===== config.mk =====
export PLATFORM = sky130hd
export DESIGN_NAME = seg_scan_driver
export DESIGN_NICKNAME = d
export VERILOG_FILES = /design/src/rtl/seg_scan_driver_pkg.sv /design/src/rtl/seg_scan_driver_bcd_to_seg.sv /design/src/rtl/seg_scan_driver.sv
export SDC_FILE = /design/constraint.sdc
export NUM_CORES = 1
export LEC_CHECK = 0
export CAP_MARGIN = 40
export CORE_UTILIZATION = 50
export CTS_CLUSTER_DIAMETER = 80
export DETAILED_ROUTE_END_ITERATION = 8
export PLACE_DENSITY = 0.7
export RECOVER_POWER = 50
export SLEW_MARGIN = 15
export SYNTH_ARGS = -nofsm -noshare
export SYNTH_HDL_FRONTEND = slang
export SYNTH_HIERARCHICAL = 1
export SYNTH_SLANG_ARGS = --single-unit

===== constraint.sdc =====
create_clock -name clk -period 4.2 [get_ports clk]
set_input_delay 0.84 -clock clk [delete_from_list [all_inputs] [get_ports clk]]
set_output_delay 0.84 -clock clk [all_outputs]
set_load 0.01 [all_outputs]

===== src/rtl/seg_scan_driver_pkg.sv =====
// Shared definitions for the six-digit multiplexed seven-segment driver.
// Holds the active-low a..g segment patterns (bit 0 = a, bit 6 = g),
// the digit-slot count and a helper that builds the active-low digit enable.
package seg_scan_driver_pkg;

    localparam int NUM_DIGITS = 6;

    // Active-low a..g patterns; dp is handled separately by the top level.
    localparam logic [6:0] SEG_0    = 7'h40;
    localparam logic [6:0] SEG_1    = 7'h79;
    localparam logic [6:0] SEG_2    = 7'h24;
    localparam logic [6:0] SEG_3    = 7'h30;
    localparam logic [6:0] SEG_4    = 7'h19;
    localparam logic [6:0] SEG_5    = 7'h12;
    localparam logic [6:0] SEG_6    = 7'h02;
    localparam logic [6:0] SEG_7    = 7'h78;
    localparam logic [6:0] SEG_8    = 7'h00;
    localparam logic [6:0] SEG_9    = 7'h10;
    localparam logic [6:0] SEG_DASH = 7'h3F;
    localparam logic [6:0] SEG_OFF  = 7'h7F;

    // Active-low one-hot enable for digit slot idx (0..5).
    function automatic logic [5:0] digit_enable(input logic [2:0] idx);
        logic [5:0] onehot;
        onehot = 6'b000001 << idx;
        return ~onehot;
    endfunction

endpackage


===== src/rtl/seg_scan_driver_bcd_to_seg.sv =====
// bcd_to_seg: combinational BCD to seven-segment decoder.
//   bcd [3:0] in  : digit value; 10..15 are not valid BCD
//   seg [6:0] out : active-low a..g; non-BCD values show a dash (g only)
module bcd_to_seg
    import seg_scan_driver_pkg::*;
(
    input  logic [3:0] bcd,
    output logic [6:0] seg
);

    // Digit decode; anything outside 0..9 falls through to the dash.
    always_comb begin
        seg = SEG_DASH;
        case (bcd)
            4'd0:    seg = SEG_0;
            4'd1:    seg = SEG_1;
            4'd2:    seg = SEG_2;
            4'd3:    seg = SEG_3;
            4'd4:    seg = SEG_4;
            4'd5:    seg = SEG_5;
            4'd6:    seg = SEG_6;
            4'd7:    seg = SEG_7;
            4'd8:    seg = SEG_8;
            4'd9:    seg = SEG_9;
            default: seg = SEG_DASH;
        endcase
    end

endmodule


===== src/rtl/seg_scan_driver.sv =====
// seg_scan_driver: time-multiplexed driver for a six-digit HH:MM:SS display.
//   clk, reset          : clock and asynchronous active-high reset
//   hour_tens..sec_ones : BCD digits, sampled once per frame at the 5->0 wrap
//   hlz                 : suppress a leading zero on hour_tens
//   blank               : turn all digit enables off (scanning continues)
//   dig_sel [5:0]       : active-low digit enables, bit i = slot i
//   seg [7:0]           : active-low segments a..g on bits 0..6, dp on bit 7
// Each slot lasts SCAN_DIV cycles: one dead cycle with all digits off while
// seg settles on the new pattern, then the slot's digit enabled.
module seg_scan_driver
    import seg_scan_driver_pkg::*;
#(
    parameter int SCAN_DIV     = 50000,
    parameter int BLINK_FRAMES = 417
) (
    input  logic       clk,
    input  logic       reset,
    input  logic [3:0] hour_tens,
    input  logic [3:0] hour_ones,
    input  logic [3:0] min_tens,
    input  logic [3:0] min_ones,
    input  logic [3:0] sec_tens,
    input  logic [3:0] sec_ones,
    input  logic       hlz,
    input  logic       blank,
    output logic [5:0] dig_sel,
    output logic [7:0] seg
);

    localparam int PW = $clog2(SCAN_DIV);
    localparam int FW = (BLINK_FRAMES > 1) ? $clog2(BLINK_FRAMES) : 1;

    logic [PW-1:0]     presc_r;
    logic [2:0]        idx_r;
    logic [FW-1:0]     frame_r;
    logic              blink_r;
    logic              started_r;
    logic [5:0][3:0]   snap_r;

    logic              tick_s;
    logic              wrap_s;
    logic [2:0]        idx_next_s;
    logic [FW-1:0]     frame_next_s;
    logic              blink_next_s;
    logic [5:0][3:0]   in_digits_s;
    logic [5:0][3:0]   snap_next_s;
    logic [3:0]        sel_digit_s;
    logic [6:0]        dec_s;
    logic              lz_s;
    logic              dp_on_s;
    logic [7:0]        seg_next_s;
    logic [5:0]        dig_next_s;

    assign tick_s = (presc_r == PW'(SCAN_DIV - 1));
    assign wrap_s = tick_s && (idx_r == 3'd5);

    assign in_digits_s = {sec_ones, sec_tens, min_ones, min_tens, hour_ones, hour_tens};

    // Slot index, frame counter, blink phase and snapshot next-state.
    always_comb begin
        idx_next_s   = idx_r;
        frame_next_s = frame_r;
        blink_next_s = blink_r;
        snap_next_s  = snap_r;
        if (tick_s) begin
            if (idx_r == 3'd5) begin
                idx_next_s = 3'd0;
            end else begin
                idx_next_s = idx_r + 3'd1;
            end
        end else begin
            idx_next_s = idx_r;
        end
        if (wrap_s) begin
            // Fresh snapshot is decoded in the same edge it is captured,
            // so slot 0 of the new frame already shows the new digits.
            snap_next_s = in_digits_s;
            if (frame_r == FW'(BLINK_FRAMES - 1)) begin
                frame_next_s = '0;
                blink_next_s = ~blink_r;
            end else begin
                frame_next_s = frame_r + FW'(1);
            end
        end else begin
            snap_next_s = snap_r;
        end
    end

    // Pick the snapshot digit for the slot that becomes active at this tick.
    always_comb begin
        sel_digit_s = snap_next_s[0];
        case (idx_next_s)
            3'd0:    sel_digit_s = snap_next_s[0];
            3'd1:    sel_digit_s = snap_next_s[1];
            3'd2:    sel_digit_s = snap_next_s[2];
            3'd3:    sel_digit_s = snap_next_s[3];
            3'd4:    sel_digit_s = snap_next_s[4];
            3'd5:    sel_digit_s = snap_next_s[5];
            default: sel_digit_s = snap_next_s[0];
        endcase
    end

    bcd_to_seg u_dec (
        .bcd (sel_digit_s),
        .seg (dec_s)
    );

    // Output next-state: seg changes only on ticks; dig_sel is off during the
    // dead cycle, while blanked, and before the first slot after reset.
    always_comb begin
        lz_s    = hlz && (idx_next_s == 3'd0) && (sel_digit_s == 4'd0);
        dp_on_s = blink_next_s && ((idx_next_s == 3'd1) || (idx_next_s == 3'd3));
        if (tick_s) begin
            seg_next_s = {~dp_on_s, (lz_s ? SEG_OFF : dec_s)};
        end else begin
            seg_next_s = seg;
        end
        if (blank || tick_s || !started_r) begin
            dig_next_s = 6'b111111;
        end else begin
            dig_next_s = digit_enable(idx_r);
        end
    end

    // Scan state registers.
    always_ff @(posedge clk or posedge reset) begin
        if (reset) begin
            presc_r   <= '0;
            idx_r     <= 3'd0;
            frame_r   <= '0;
            blink_r   <= 1'b0;
            started_r <= 1'b0;
            snap_r    <= '0;
        end else begin
            presc_r   <= tick_s ? '0 : presc_r + PW'(1);
            idx_r     <= idx_next_s;
            frame_r   <= frame_next_s;
            blink_r   <= blink_next_s;
            started_r <= started_r | tick_s;
            snap_r    <= snap_next_s;
        end
    end

    // Registered display outputs.
    always_ff @(posedge clk or posedge reset) begin
        if (reset) begin
            dig_sel <= 6'b111111;
            seg     <= 8'hFF;
        end else begin
            dig_sel <= dig_next_s;
            seg     <= seg_next_s;
        end
    end

endmodule


==> impl_results.md <==
- Syn. warnings: 6
- Max-Cap Viols: 0
- Top cells by area, synth: dfrtp_1, nand2_1, dfstp_2
- Die height: a little under 90 um
- Number of global-route vias before repair: roughly 2600
- Sequential power share: 0.540
- Pwr dens: around 290 nW/um^2
- Clk root buf: clkbuf_8
- Hold WC Path Type: reg2reg
- CTS Sinks: 68
- Fraction of power spent switching nets: 0.209
- Initial DRC Count: roughly 190
- Slowest-stage cell, CP: or4_1
- Main synth FF type: dfrtp_1
- RSZ-0062 raised after global routing: no
- Max Fanout on Critical Path: 12
- Drt first pass iters: 4
- CP bufs+invs: 1
- Max_slew headroom: 0.0109
- CP cell instances: ha_1, and3_1, nand4_1, or4_1, o21ai_1, a32o_1, a2111oi_0, a21oi_1, inv_1, ha_1, nand2_1, a21oi_2, nor2_1, nand2_1, nand3_2
- FF-to-FF setup slack: 0.66 ns
- Setup Viol. Count Final: 0
- Initial antenna violation count: 0
- NetSw: ~250 uW
- Final hold violations: 0
- CTS tree: built
- Worst Tran Pin Value: approximately 1.5 ns
- Syn Std Cell Area: between 3000 and 4000 sq um
- Ant. Diodes: 0
- Clk buf depth: 2
- Worst vdd ir: 0.157 mV
- Later-pin clock latency in the skew report: ~0.34 ns
- Mux contribution to synthesized area: 0.0259
- Final min period: approximately 3.5 ns
- Largest family of logic cells by synthesized area: simple AND/OR/NAND/NOR gates
- Worst Setup SP: presc_r[0]
- Syn-to-layout area delta: 18.8%
- WL/cell: between 10 and 15 um
- Complex-gate fraction of the synthesized area: 0.0871
- Total length of routed wires: 7120 um
- Port Buffers: 41
- Pin count of the biggest net entering global routing: 29
- CP Launch Type: register
- Vias/cell: roughly 5.3
- Chip width: ~87 um
- Pleak: 0.00189 uW
- Yosys reg bits: 68
- Crit-path max cell delay: about 0.57 ns
- Critical path required time: roughly 4.5 ns
- Nets: around 470
- Syn Nets: 424
- TritonCTS Buffers: 9
- XOR/XNOR share of the synthesized area: 0.0490
- Fin Hold WS: 0.451 ns
- Avg Inst Size Synth: a little over 9 sq um
- Critical path's top delay family: simple AND/OR/NAND/NOR gates
- Final slew viol count: 0
- R2R Path Start: presc_r[0]
- Max Clock Skew: 0.00646 ns
- Yosys cell types: 57
- Setup crit end: seg[3]
- Setup_tns: 0 ns
- Fmax: ~280 MHz
- DRC: 0
- Site Rows: 30
- Die area: roughly 7500 sq um
- Post-synth ARST share: 1.00
- Initial Utilization: 0.521
- Via count: between 2000 and 3000
- Final core utilization: 0.619
- Hpwl dp: 5160 um
- Critical Path End Type: register
- Clock-pin slew on the worst setup and hold paths: approximately 0.06 ns
- Tot Pwr: between 1000 and 1500 uW
- Comb power frac: 0.041
- Antenna violation net count after detailed routing: 0
- Most common cell in the synthesized netlist: nand2_1
- Resized cells post-CTS: 0
- Gr usage total: 0.216
- Synth Instances: about 390
- Post-CTS Setup Inserts: 0
- H-tree depth: 3
- First-pass GRT wire length: roughly 12000 um
- Int Pwr: between 900 and 1000 uW
- Yosys top cell by area: dfrtp_1
- Post-Synth Simple-Gate Area: 0.284
- Layout cells sized above 1: 0.136
- Clock Power Share: 0.419
- Crit Path Category: reg2reg
- Seq/Total Area, Yosys: 0.481
- Adder and majority cell fraction of the synthesized area: 0.0315
- Fin crit share: 0.842
- RD Place Congestion: just under 0.9
- Yosys top cell area share: 0.378
- Reg2reg end: seg[3]
- Core region area: roughly 6900 sq um
- GR Overflow Total: 0
- Worst reg2reg path depth: 15
- Top cells by count, synth: nand2_1, dfrtp_1, nor2_1
- Critical Path Stages: 15
- EDFF count, synth: 0
- I/O pins: 42
- Crit path arrival time: 3.79 ns
- Status: complete, no violations
- CTS Hold Bufs: 0
routing by layer:
metal | GRT usage | wire length, um
met1 | 0.309 | 3470
met2 | 0.326 | 3300
met3 | 0.0381 | 255
met4 | 0.0879 | 95
met5 | 0 | 0
how the worst min path moves through the flow:
| stage | slack (ns) | depth (start not counted) | start | endpoint |
|---|---|---|---|---|
| floorplan | 0.41 | 1 | blink_r | seg[7] |
| global placement | 0.43 | 1 | blink_r | seg[7] |
| detailed placement | 0.44 | 1 | presc_r[0] | presc_r[0] |
| CTS | 0.45 | 1 | presc_r[0] | presc_r[0] |
| global route | 0.47 | 1 | presc_r[0] | presc_r[0] |
| finish | 0.45 | 1 | presc_r[0] | presc_r[0] |
power by group through the flow:
stage               Clock, uW  Combinational [uW]  Sequential (uW)
floorplan                   0                18.5              670
global placement            0                50.7              670
detailed placement          0                54.1              670
CTS                       526                54.4              658
global route              551                56.6              658
finish                    510                50.1              658
placed cells by master (no fill, tap or decap), types with 2 or more instances in the layout:
master / synthesis / layout
nand2b_1: 7 / 7
or4_1: 2 / 2
mux2_2: 2 / 2
nand2_1: 103 / 103
nand3_1: 16 / 16
nor4b_2: 2 / 2
clkdlybuf4s50_1: 0 / 40
o21ai_0: 13 / 13
xnor2_1: 9 / 9
clkbuf_1: 14 / 5
a31oi_1: 4 / 4
and3_1: 8 / 8
clkbuf_8: 0 / 13
nand4_1: 8 / 8
ha_1: 9 / 9
or3_1: 2 / 2
inv_2: 2 / 2
and4bb_1: 2 / 2
mux2i_1: 4 / 4
o31ai_1: 3 / 3
a21oi_1: 11 / 11
mux2_4: 2 / 2
nor2_1: 26 / 26
inv_1: 8 / 8
nor2b_1: 4 / 4
and2_1: 3 / 3
nor3_1: 2 / 2
xor2_1: 11 / 11
nand3_2: 7 / 7
dfrtp_1: 54 / 54
a32oi_1: 2 / 2
buf_4: 0 / 7
dfstp_2: 14 / 14
o21ai_1: 3 / 3
cell type report:
cell class	instances	area, sq um
Tap cell	96	120
Sequential cell	68	1720
Clock inverter	1	5.00
Clock buffer	15	186
Multi-Input combinational cell	288	1710
Timing Repair Buffer	51	474
Fill cell	598	2620
Inverter	10	37.5
per-stage QoR:
stage | area [sq um] | setup WS (ns) | std cells
2_1_floorplan | 3580 | 1.16 | 387
3_3_place_gp | 4060 | 0.821 | 512
3_5_place_dp | 4080 | 0.714 | 513
4_1_cts | 4270 | 0.699 | 529
5_1_grt | 4250 | 0.277 | 529
6_report | 4250 | 0.664 | 529
logic make-up (layout without fill, tap and decap cells):
kind of cell	Yosys count	count (layout)
AOI/OAI and AO/OA	48	48
xor gates and xnor gates	20	20
adders and majority gates	9	9
buffers and inverters	31	77
DFF	68	68
muxes	8	8
and+or+nand+nor	203	203
worst reg2reg max path, delay by kind of cell, from the launching register on:
family / cells / cell delay [ns]
flops: 1 / 0.36
simple gates: 7 / 1.58
compound gates: 5 / 0.85
fa+ha+maj: 2 / 0.50
buf+inv: 1 / 0.15
registers in the layout (all words and copies together) (netlist names):
register	flops
snap_r	24
presc_r	16
started_r	1
frame_r	9
dig_sel	6
seg	8
idx_r	3
blink_r	1
(Power assumes the default switching activity.)
